==> src/rtl/pll_seq_pkg.sv <==
// Shared types and constants for the PLL reset/lock sequencer.
// The state encodings are visible on the debug port, so their values are fixed.
package pll_seq_pkg;

    typedef enum logic [2:0] {
        ST_PLLRST    = 3'd0,
        ST_WAIT_LOCK = 3'd1,
        ST_STABLE    = 3'd2,
        ST_RUN       = 3'd3,
        ST_FAIL      = 3'd4
    } state_t;

    localparam int LOSS_CNT_W = 8;

endpackage

==> src/rtl/pll_lock_rst_seq_sync_ff.sv <==
// Multi-flop synchronizer for a single asynchronous level input.
// The flops clear to 0 on reset so the input reads as deasserted until re-sampled.
module sync_ff #(
    parameter int STAGES = 2
) (
    input  logic clk,
    input  logic rst,
    input  logic d_i,
    output logic q_o
);

    logic [STAGES-1:0] sync_q;

    // NOTE: async reset in the sensitivity list, and <= for every flop so the chain shifts by exactly one stage per edge.
    always_ff @(posedge clk or posedge rst) begin
        if (rst) begin
            sync_q <= '0;
        end else begin
            sync_q <= {sync_q[STAGES-2:0], d_i};
        end
    end

    assign q_o = sync_q[STAGES-1];

endmodule

==> src/rtl/pll_lock_rst_seq.sv <==
// Sequences PLL reset, waits for a stable lock, then releases the system reset.
// Retries on lock timeout, fails permanently after MAX_RETRY retries, re-sequences on lock loss.
module pll_lock_rst_seq
    import pll_seq_pkg::*;
#(
    parameter int SYNC_STAGES    = 2,
    parameter int PLL_RST_CYCLES = 16,
    parameter int LOCK_TIMEOUT   = 65536,
    parameter int STABLE_CYCLES  = 1024,
    parameter int MAX_RETRY      = 3,
    parameter int LOSS_FILTER    = 4,
    localparam int TMR_MAX_A     = (PLL_RST_CYCLES > LOCK_TIMEOUT) ? PLL_RST_CYCLES : LOCK_TIMEOUT,
    localparam int TMR_MAX       = (TMR_MAX_A > STABLE_CYCLES) ? TMR_MAX_A : STABLE_CYCLES,
    localparam int TMR_W         = (TMR_MAX > 1) ? $clog2(TMR_MAX) : 1,
    localparam int RC_W          = (MAX_RETRY > 0) ? $clog2(MAX_RETRY + 1) : 1,
    localparam int LF_W          = $clog2(LOSS_FILTER + 1)
) (
    input  logic                  clk,
    input  logic                  rst,
    input  logic                  lock,
    output logic                  pll_rst,
    output logic                  sys_rst,
    output logic                  ready,
    output logic                  fail,
    output logic [RC_W-1:0]       retry_cnt,
    output logic [LOSS_CNT_W-1:0] loss_cnt,
    output logic [2:0]            state
);

    logic lock_s;

    sync_ff #(.STAGES(SYNC_STAGES)) u_lock_sync (
        .clk (clk),
        .rst (rst),
        .d_i (lock),
        .q_o (lock_s)
    );

    state_t                state_q,  state_d;
    logic [TMR_W-1:0]      timer_q,  timer_d;
    logic [RC_W-1:0]       retry_q,  retry_d;
    logic [LOSS_CNT_W-1:0] loss_q,   loss_d;
    logic [LF_W-1:0]       low_q,    low_d;
    logic                  pll_rst_q, sys_rst_q, ready_q, fail_q;

    // NOTE: every comb output gets a default before the case, so no path leaves one unassigned (no latches).
    always_comb begin
        state_d = state_q;
        timer_d = timer_q + 1'b1;
        retry_d = retry_q;
        loss_d  = loss_q;
        low_d   = '0;
        unique case (state_q)
            ST_PLLRST: begin
                if (timer_q == TMR_W'(PLL_RST_CYCLES - 1)) begin
                    state_d = ST_WAIT_LOCK;
                    timer_d = '0;
                end
            end
            ST_WAIT_LOCK: begin
                // Lock takes priority over a timeout on the same cycle.
                if (lock_s) begin
                    state_d = ST_STABLE;
                    timer_d = '0;
                end else if (timer_q == TMR_W'(LOCK_TIMEOUT - 1)) begin
                    timer_d = '0;
                    if (retry_q == RC_W'(MAX_RETRY)) begin
                        state_d = ST_FAIL;
                    end else begin
                        retry_d = retry_q + 1'b1;
                        state_d = ST_PLLRST;
                    end
                end
            end
            ST_STABLE: begin
                if (!lock_s) begin
                    state_d = ST_WAIT_LOCK;
                    timer_d = '0;
                end else if (timer_q == TMR_W'(STABLE_CYCLES - 1)) begin
                    state_d = ST_RUN;
                    timer_d = '0;
                end
            end
            ST_RUN: begin
                timer_d = '0;
                if (!lock_s) begin
                    low_d = low_q + 1'b1;
                    if (low_q == LF_W'(LOSS_FILTER - 1)) begin
                        state_d = ST_PLLRST;
                        low_d   = '0;
                        retry_d = '0;
                        if (loss_q != '1) loss_d = loss_q + 1'b1;
                    end
                end
            end
            ST_FAIL: begin
                timer_d = '0;
            end
            default: begin
                state_d = ST_PLLRST;
                timer_d = '0;
            end
        endcase
    end

    // Outputs are registered from the next state so they change together with state.
    always_ff @(posedge clk or posedge rst) begin
        if (rst) begin
            state_q   <= ST_PLLRST;
            timer_q   <= '0;
            retry_q   <= '0;
            loss_q    <= '0;
            low_q     <= '0;
            pll_rst_q <= 1'b1;
            sys_rst_q <= 1'b1;
            ready_q   <= 1'b0;
            fail_q    <= 1'b0;
        end else begin
            state_q   <= state_d;
            timer_q   <= timer_d;
            retry_q   <= retry_d;
            loss_q    <= loss_d;
            low_q     <= low_d;
            pll_rst_q <= (state_d == ST_PLLRST);
            sys_rst_q <= (state_d != ST_RUN);
            ready_q   <= (state_d == ST_RUN);
            fail_q    <= (state_d == ST_FAIL);
        end
    end

    assign pll_rst   = pll_rst_q;
    assign sys_rst   = sys_rst_q;
    assign ready     = ready_q;
    assign fail      = fail_q;
    assign retry_cnt = retry_q;
    assign loss_cnt  = loss_q;
    assign state     = state_q;

endmodule

==> config.mk <==
export PLATFORM = sky130hd
export DESIGN_NAME = pll_lock_rst_seq
export DESIGN_NICKNAME = d
export VERILOG_FILES = /design/src/rtl/pll_seq_pkg.sv /design/src/rtl/pll_lock_rst_seq_sync_ff.sv /design/src/rtl/pll_lock_rst_seq.sv
export SDC_FILE = /design/constraint.sdc
export NUM_CORES = 1
export LEC_CHECK = 0
export ABC_CLOCK_PERIOD_IN_PS = 6170
export CORE_MARGIN = 2
export CORE_UTILIZATION = 53
export CTS_BUF_LIST = sky130_fd_sc_hd__clkbuf_8
export CTS_CLUSTER_DIAMETER = 50
export DETAILED_ROUTE_END_ITERATION = 7
export GPL_TIMING_DRIVEN = 0
export PLACE_DENSITY_LB_ADDON = 0.05
export SYNTH_ARGS = -nofsm -noshare
export SYNTH_HDL_FRONTEND = slang
export SYNTH_SLANG_ARGS = --single-unit
==> constraint.sdc <==
create_clock -name clk -period 6.17 [get_ports clk]
set_clock_uncertainty 0.2 [all_clocks]
set_input_delay 0.9255 -clock clk [delete_from_list [all_inputs] [get_ports clk]]
set_output_delay 0.9255 -clock clk [all_outputs]
set_load 0.1 [all_outputs]
# Word-level counts from Yosys, hierarchy flattened
# Index checks and enable logic that the tools add are counted.
[classes]
n_mux = 24
n_bitwise = 1
n_addsub = 4
n_reduce_logical = 5
n_eq_ne = 18
[op_table]
columns = ["op", "count"]
rows = [
  ["$mux W16", 5],
  ["$pmux W16 S3", 1],
  ["$mux W3", 11],
  ["$add A16 B1 Y16 const B", 1],
  ["$eq A16 B10 Y1 const B", 1],
  ["$eq A16 B16 Y1 const B", 1],
  ["$eq A16 B4 Y1 const B", 1],
  ["$pmux W3 S5", 1],
  ["$eq A3 B2 Y1 const B", 4],
  ["$mux W2", 5],
  ["$ne A2 B2 Y1 const B", 5],
  ["$add A8 B1 Y8 const B", 1],
  ["$ne A8 B8 Y1 const B", 1],
  ["$eq A3 B3 Y1 const B", 2],
  ["$logic_not A3 Y1", 2],
  ["$reduce_and A6 Y1", 1],
  ["$pmux W2 S2", 1],
  ["$reduce_and A4 Y1", 1],
  ["$add A3 B1 Y3 const B", 1],
  ["$eq A3 B1 Y1 const B", 1],
  ["$ne A3 B2 Y1 const B", 1],
  ["$add A2 B1 Y2 const B", 1],
  ["$eq A2 B2 Y1 const B", 1],
  ["$reduce_bool A2 Y1", 1],
  ["$not A1 Y1", 1],
]
[totals]
in_bits = 3
out_inout_bits = 17
register_bits = 38
elab_cells = 62

# Logic depth before layout (Yosys ltp)
# Gate-level depths: netlist of run 1.
[logic_depth]
ltp_word = 6
mapped_depth = 7
ltp_nobuf = 5

# Cells and area by module
# From an unflattened synthesis of run 1, not the netlist that was laid out.
[unflattened]
hier_cells = 172
hier_area_um2 = 1809.2
[by_module_without_submodules]
columns = ["mod", "seq_area_each_um2", "area_each_um2", "cells_per_inst", "n_inst"]
rows = [
  ["pll_lock_rst_seq", 903.4, 1755.4, 169, 1],
  ["sync_ff", 50.0, 53.8, 3, 1],
]

# Worst setup path after synthesis of run 1
# OpenSTA, ideal clock, no wires.
[synth_timing]
kind = "reg-to-reg"
startpoint = "register loss_q[0] (netlist: loss_cnt[0])"
endpoint = "register loss_q[1] (netlist: loss_cnt[1])"
path_buffers = 0
path_stages_with_launch = 5
arrival_ps = 2222
setup_slack_ps = 3622
setup_time_ps = 126
cell_sequence = "dfrtp_1 ha_1 nand3_1 o211ai_1 mux2_2"
[synth_via]
elab_chain_len = 2
elab_cells_between_ends = 3
cone_classes = "add/sub: 1; eq/ne: 1; reduce/logical: 1"
[synth_rtl]
columns = ["element", "line", "source"]
rows = [
  ["start: declaration", "pll_lock_rst_seq.sv:42", "logic [LOSS_CNT_W-1:0] loss_q, loss_d;"],
  ["start signal: assignment", "pll_lock_rst_seq.sv:122", "loss_q <= loss_d;"],
  ["branches (longest 2 deep; another with $add A8 B1 Y8)", "--", ""],
]
# Several ways; the timed one is not identified.
# A chain may end at the register's enable or synchronous reset.

# Worst setup path after layout of run 1
[layout_timing]
startpoint = "register state_q[2] (netlist: state[2])"
endpoint = "output state[2]"
[layout_lines]
columns = ["element", "line", "source"]
rows = [
  ["start: declaration", "pll_lock_rst_seq.sv:39", "state_t state_q, state_d;"],
  ["start signal: assignment", "pll_lock_rst_seq.sv:119", "state_q <= state_d;"],
  ["end: declaration", "pll_lock_rst_seq.sv:27", "output logic [2:0] state"],
]
# No word-level cell between the ends.

==> impl_metrics.json, run 1 <==
{
  "outcome": "completed",
  "areaGrowthSynthToFinish_pct": 18.5,
  "clock-sinks": 38,
  "switching_power_mw": 0.318,
  "rows": 22,
  "cts_hold_buf": 0,
  "hpwl_mm": 2.57,
  "cts.root.buffer_cell": "clkbuf_8",
  "hp-class": "reg -> reg",
  "globalplace.congestion": 0.877,
  "power_frac_comb": 0.386,
  "place.port_buffers": 19,
  "setup_viol": 0,
  "worst_slack_ns": 3.08,
  "worstSetupPathType": "reg -> out",
  "ant_nets": 0,
  "yosys.cell_types.count": 49,
  "rr_endpoint": "timer_q[6]$_DFF_PP0_",
  "synthArstFlopShare": 1.00,
  "drtPass1Iterations": 4,
  "slew_violations": 0,
  "worstPathCellList": "clkdlybuf4s50_1",
  "powerDensity_nw_per_um2": 348,
  "synth-seq-cells": 38,
  "synth_top_area_frac": 0.462,
  "synthCells": 173,
  "postCtsSetupRepairBufs": 0,
  "drt_iter0_drc": 74,
  "crit_arrival_ns": 1.97,
  "avgRoutedWirePerCell_um": 14.4,
  "post_cts_resized": 0,
  "cap_violations": 0,
  "fin_setup_tns_ns": 0,
  "whs_endpoint": "u_lock_sync.sync_q[1]$_DFF_PP0_",
  "maxSlewHeadroom": 0.341,
  "fin_crit_ns": 3.09,
  "routed_wl_mm": 3.57,
  "grt_max_degree": 39,
  "synth_edf_count": 0,
  "power_frac_clock": 0.245,
  "start_kind": "flop",
  "num_vias": 1396,
  "swShare": 0.395,
  "dp.cells": 240,
  "ys_seq_area_frac": 0.488,
  "drc": 0,
  "clk_latency_ns": 0.29,
  "vias_per_cell": 5.63,
  "critical_path_buf_inv_count": 1,
  "ir_drop_mv": 0.192,
  "die_h_um": 64.7,
  "yosys_warnings": 0,
  "grt_pass1_vias": 1387,
  "post-route-cell-area_um2": 2310,
  "grt_antenna_before_repair": 0,
  "fin_crit_sh": 0.501,
  "p_int_mw": 0.487,
  "drive_gt1_frac": 0.180,
  "seq_area_um2": 953,
  "max_freq_ghz": 0.323,
  "dpl_cell_area_um2": 2200,
  "r2r_slack_ns": 3.71,
  "cp.depth": 1,
  "clk_path_buf_depth": 2,
  "clkTransAtPathRegs_ns": 0.07,
  "reg2reg_depth": 6,
  "synthTopCellsByArea": "dfrtp_1, xor2_1, a21oi_2",
  "core_area_um2": 3610,
  "holdWs_ns": 0.149,
  "die_area_um2": 4180,
  "cts_inserted_buffers": 5,
  "mostFrequentLayoutCell": "dfrtp_1",
  "fp.dieW_um": 64.7,
  "crit_family": "buffers and inverters",
  "synthFlopType": "dfrtp_1",
  "end_kind": "primary output",
  "start_util": 0.541,
  "tightestPinTransition_ns": 0.985,
  "cts_tree": "done",
  "r2r_start": "timer_q[0]$_DFF_PP0_",
  "ctsHtreeMaxLevel": 2,
  "post-place-ws_ns": 3.33,
  "slowest_stage": "clkdlybuf4s50_1",
  "grt_use_total": 0.202,
  "path_max_fanout": 9,
  "multi_input_comb_area_um2": 926,
  "grt_overflow": 0,
  "yosys.area.top_type": "dfrtp_1",
  "hold_violations": 0,
  "num_io_pins": 20,
  "syn_nets": 180,
  "min_path_cells": 0,
  "sequentialPowerShare": 0.369,
  "final_cell_mix": "dfrtp_1, clkdlybuf4s50_1, nand2_1, xor2_1, a21oi_2",
  "worstHoldStart": "u_lock_sync.sync_q[0]$_DFF_PP0_",
  "synth.avg_cell_area_um2": 11.3,
  "synth_area_um2": 1950,
  "grt_pass1_wl_mm": 6.46,
  "nets": 206,
  "grt_setup_unrepaired": "no",
  "final_cell_count_no_fill": 248,
  "nFillCells": 300,
  "p_leak_nw": 0.996,
  "required_ns": 5.04,
  "max_stage_delay_ns": 1.19,
  "diodes": 0
}
## Yosys cell counts (2+ instances only)
master,count
nand4_1,6
ha_1,4
nand2b_1,3
xor2_1,11
or4_4,2
a21oi_1,6
nor2_1,6
inv_1,8
dfstp_2,2
nor4_1,5
or4_1,3
dfrtp_1,36
nor3_1,5
or3_1,2
mux2i_1,2
o21ai_0,2
xnor2_1,9
a21oi_2,10
nand2_1,13
nand3_1,8
clkbuf_1,2
## layout make-up
type	count	share of cell area
inverters	8	0.0130
plain buffers	5	0.0184
flip-flops and latches	38	0.412
repair buffers	19	0.0823
clock buffers	8	0.0476
well taps	48	0.0260
multi-input cells	122	0.400
## metrics by stage
stage | utilization | power, mW
6_report | 0.641 | 0.806
5_1_grt | 0.641 | 0.848
4_1_cts | 0.641 | 0.813
3_5_place_dp | 0.611 | 0.614
3_3_place_gp | 0.611 | 0.606
2_1_floorplan | - | 0.552
## power groups by stage
| stage | clock network (mW) | registers, mW | logic (mW) |
|---|---|---|---|
| after floorplan | 0 | 0.405 | 0.147 |
| after global placement | 0 | 0.300 | 0.307 |
| after detailed placement | 0 | 0.303 | 0.311 |
| after CTS | 0.204 | 0.297 | 0.312 |
| after global routing | 0.214 | 0.300 | 0.333 |
| final | 0.197 | 0.297 | 0.311 |
## worst max-delay path by stage
stage / startpoint / end
final: state[2]$_DFF_PP0_ / state[2]
after global routing: state[2]$_DFF_PP0_ / state[2]
after CTS: state[2]$_DFF_PP0_ / state[2]
after detailed placement: rst / fail$_DFF_PP0_
after global placement: state[2]$_DFF_PP0_ / state[2]
after floorplan: loss_cnt[0]$_DFFE_PP0P_ / loss_cnt[1]$_DFFE_PP0P_
## logic make-up (layout without fill, tap and decap cells)
logic type / after synthesis / count (layout) / share of synthesized area
multiplexers: 3 / 3 / 0.0160
XOR/XNOR: 20 / 20 / 0.0897
buffers and inverters: 13 / 40 / 0.0372
AND/OR/NAND/NOR: 68 / 68 / 0.222
adder cells (fa/ha/maj): 4 / 4 / 0.0256
flip-flops: 38 / 38 / 0.488
AO/OA/AOI/OAI: 27 / 27 / 0.121
## flip-flops by register name (all words and copies together), names as in the netlist
signal	cells
pll_rst	1
state	3
loss_cnt	8
ready	1
timer_q	16
fail	1
u_lock_sync.sync_q	2
low_q	3
retry_cnt	2
sys_rst	1
## layer usage
metal / global-route usage / vias to the layer above / part of all wire
li1: - / 674 / -
met1: 0.271 / 690 / 0.45
met2: 0.316 / 27 / 0.50
met3: 0.0573 / 5 / 0.036
met4: 0.0718 / 0 / 0.013
met5: 0 / - / 0
(Power assumes the default switching activity.)
==> run 2, diff against run 1 <==
--- a/config.mk
+++ b/config.mk
@@ -5,7 +5,7 @@
 export SDC_FILE = /design/constraint.sdc
 export NUM_CORES = 1
 export LEC_CHECK = 0
-export ABC_CLOCK_PERIOD_IN_PS = 6170
+export ABC_CLOCK_PERIOD_IN_PS = 2730
 export CORE_MARGIN = 2
 export CORE_UTILIZATION = 53
 export CTS_BUF_LIST = sky130_fd_sc_hd__clkbuf_8
==> constraint.sdc (replaced) <==
create_clock -name clk -period 2.73 [get_ports clk]
set_clock_uncertainty 0.2 [all_clocks]
set_input_delay 0.4095 -clock clk [delete_from_list [all_inputs] [get_ports clk]]
set_output_delay 0.4095 -clock clk [all_outputs]
set_load 0.1 [all_outputs]
==> results of run 2 <==
The final DEF is identical to that of run 1. Status: completed.
Among the figures that moved: setup slack after placement 3.33 ns -> 0.295 ns; setup slack after layout 3.08 ns -> 0.155 ns; register-to-register setup slack 3.71 ns -> 0.27 ns; total power 0.806 mW -> 1.82 mW; worst IR drop on VDD 0.192 mV -> 0.433 mV
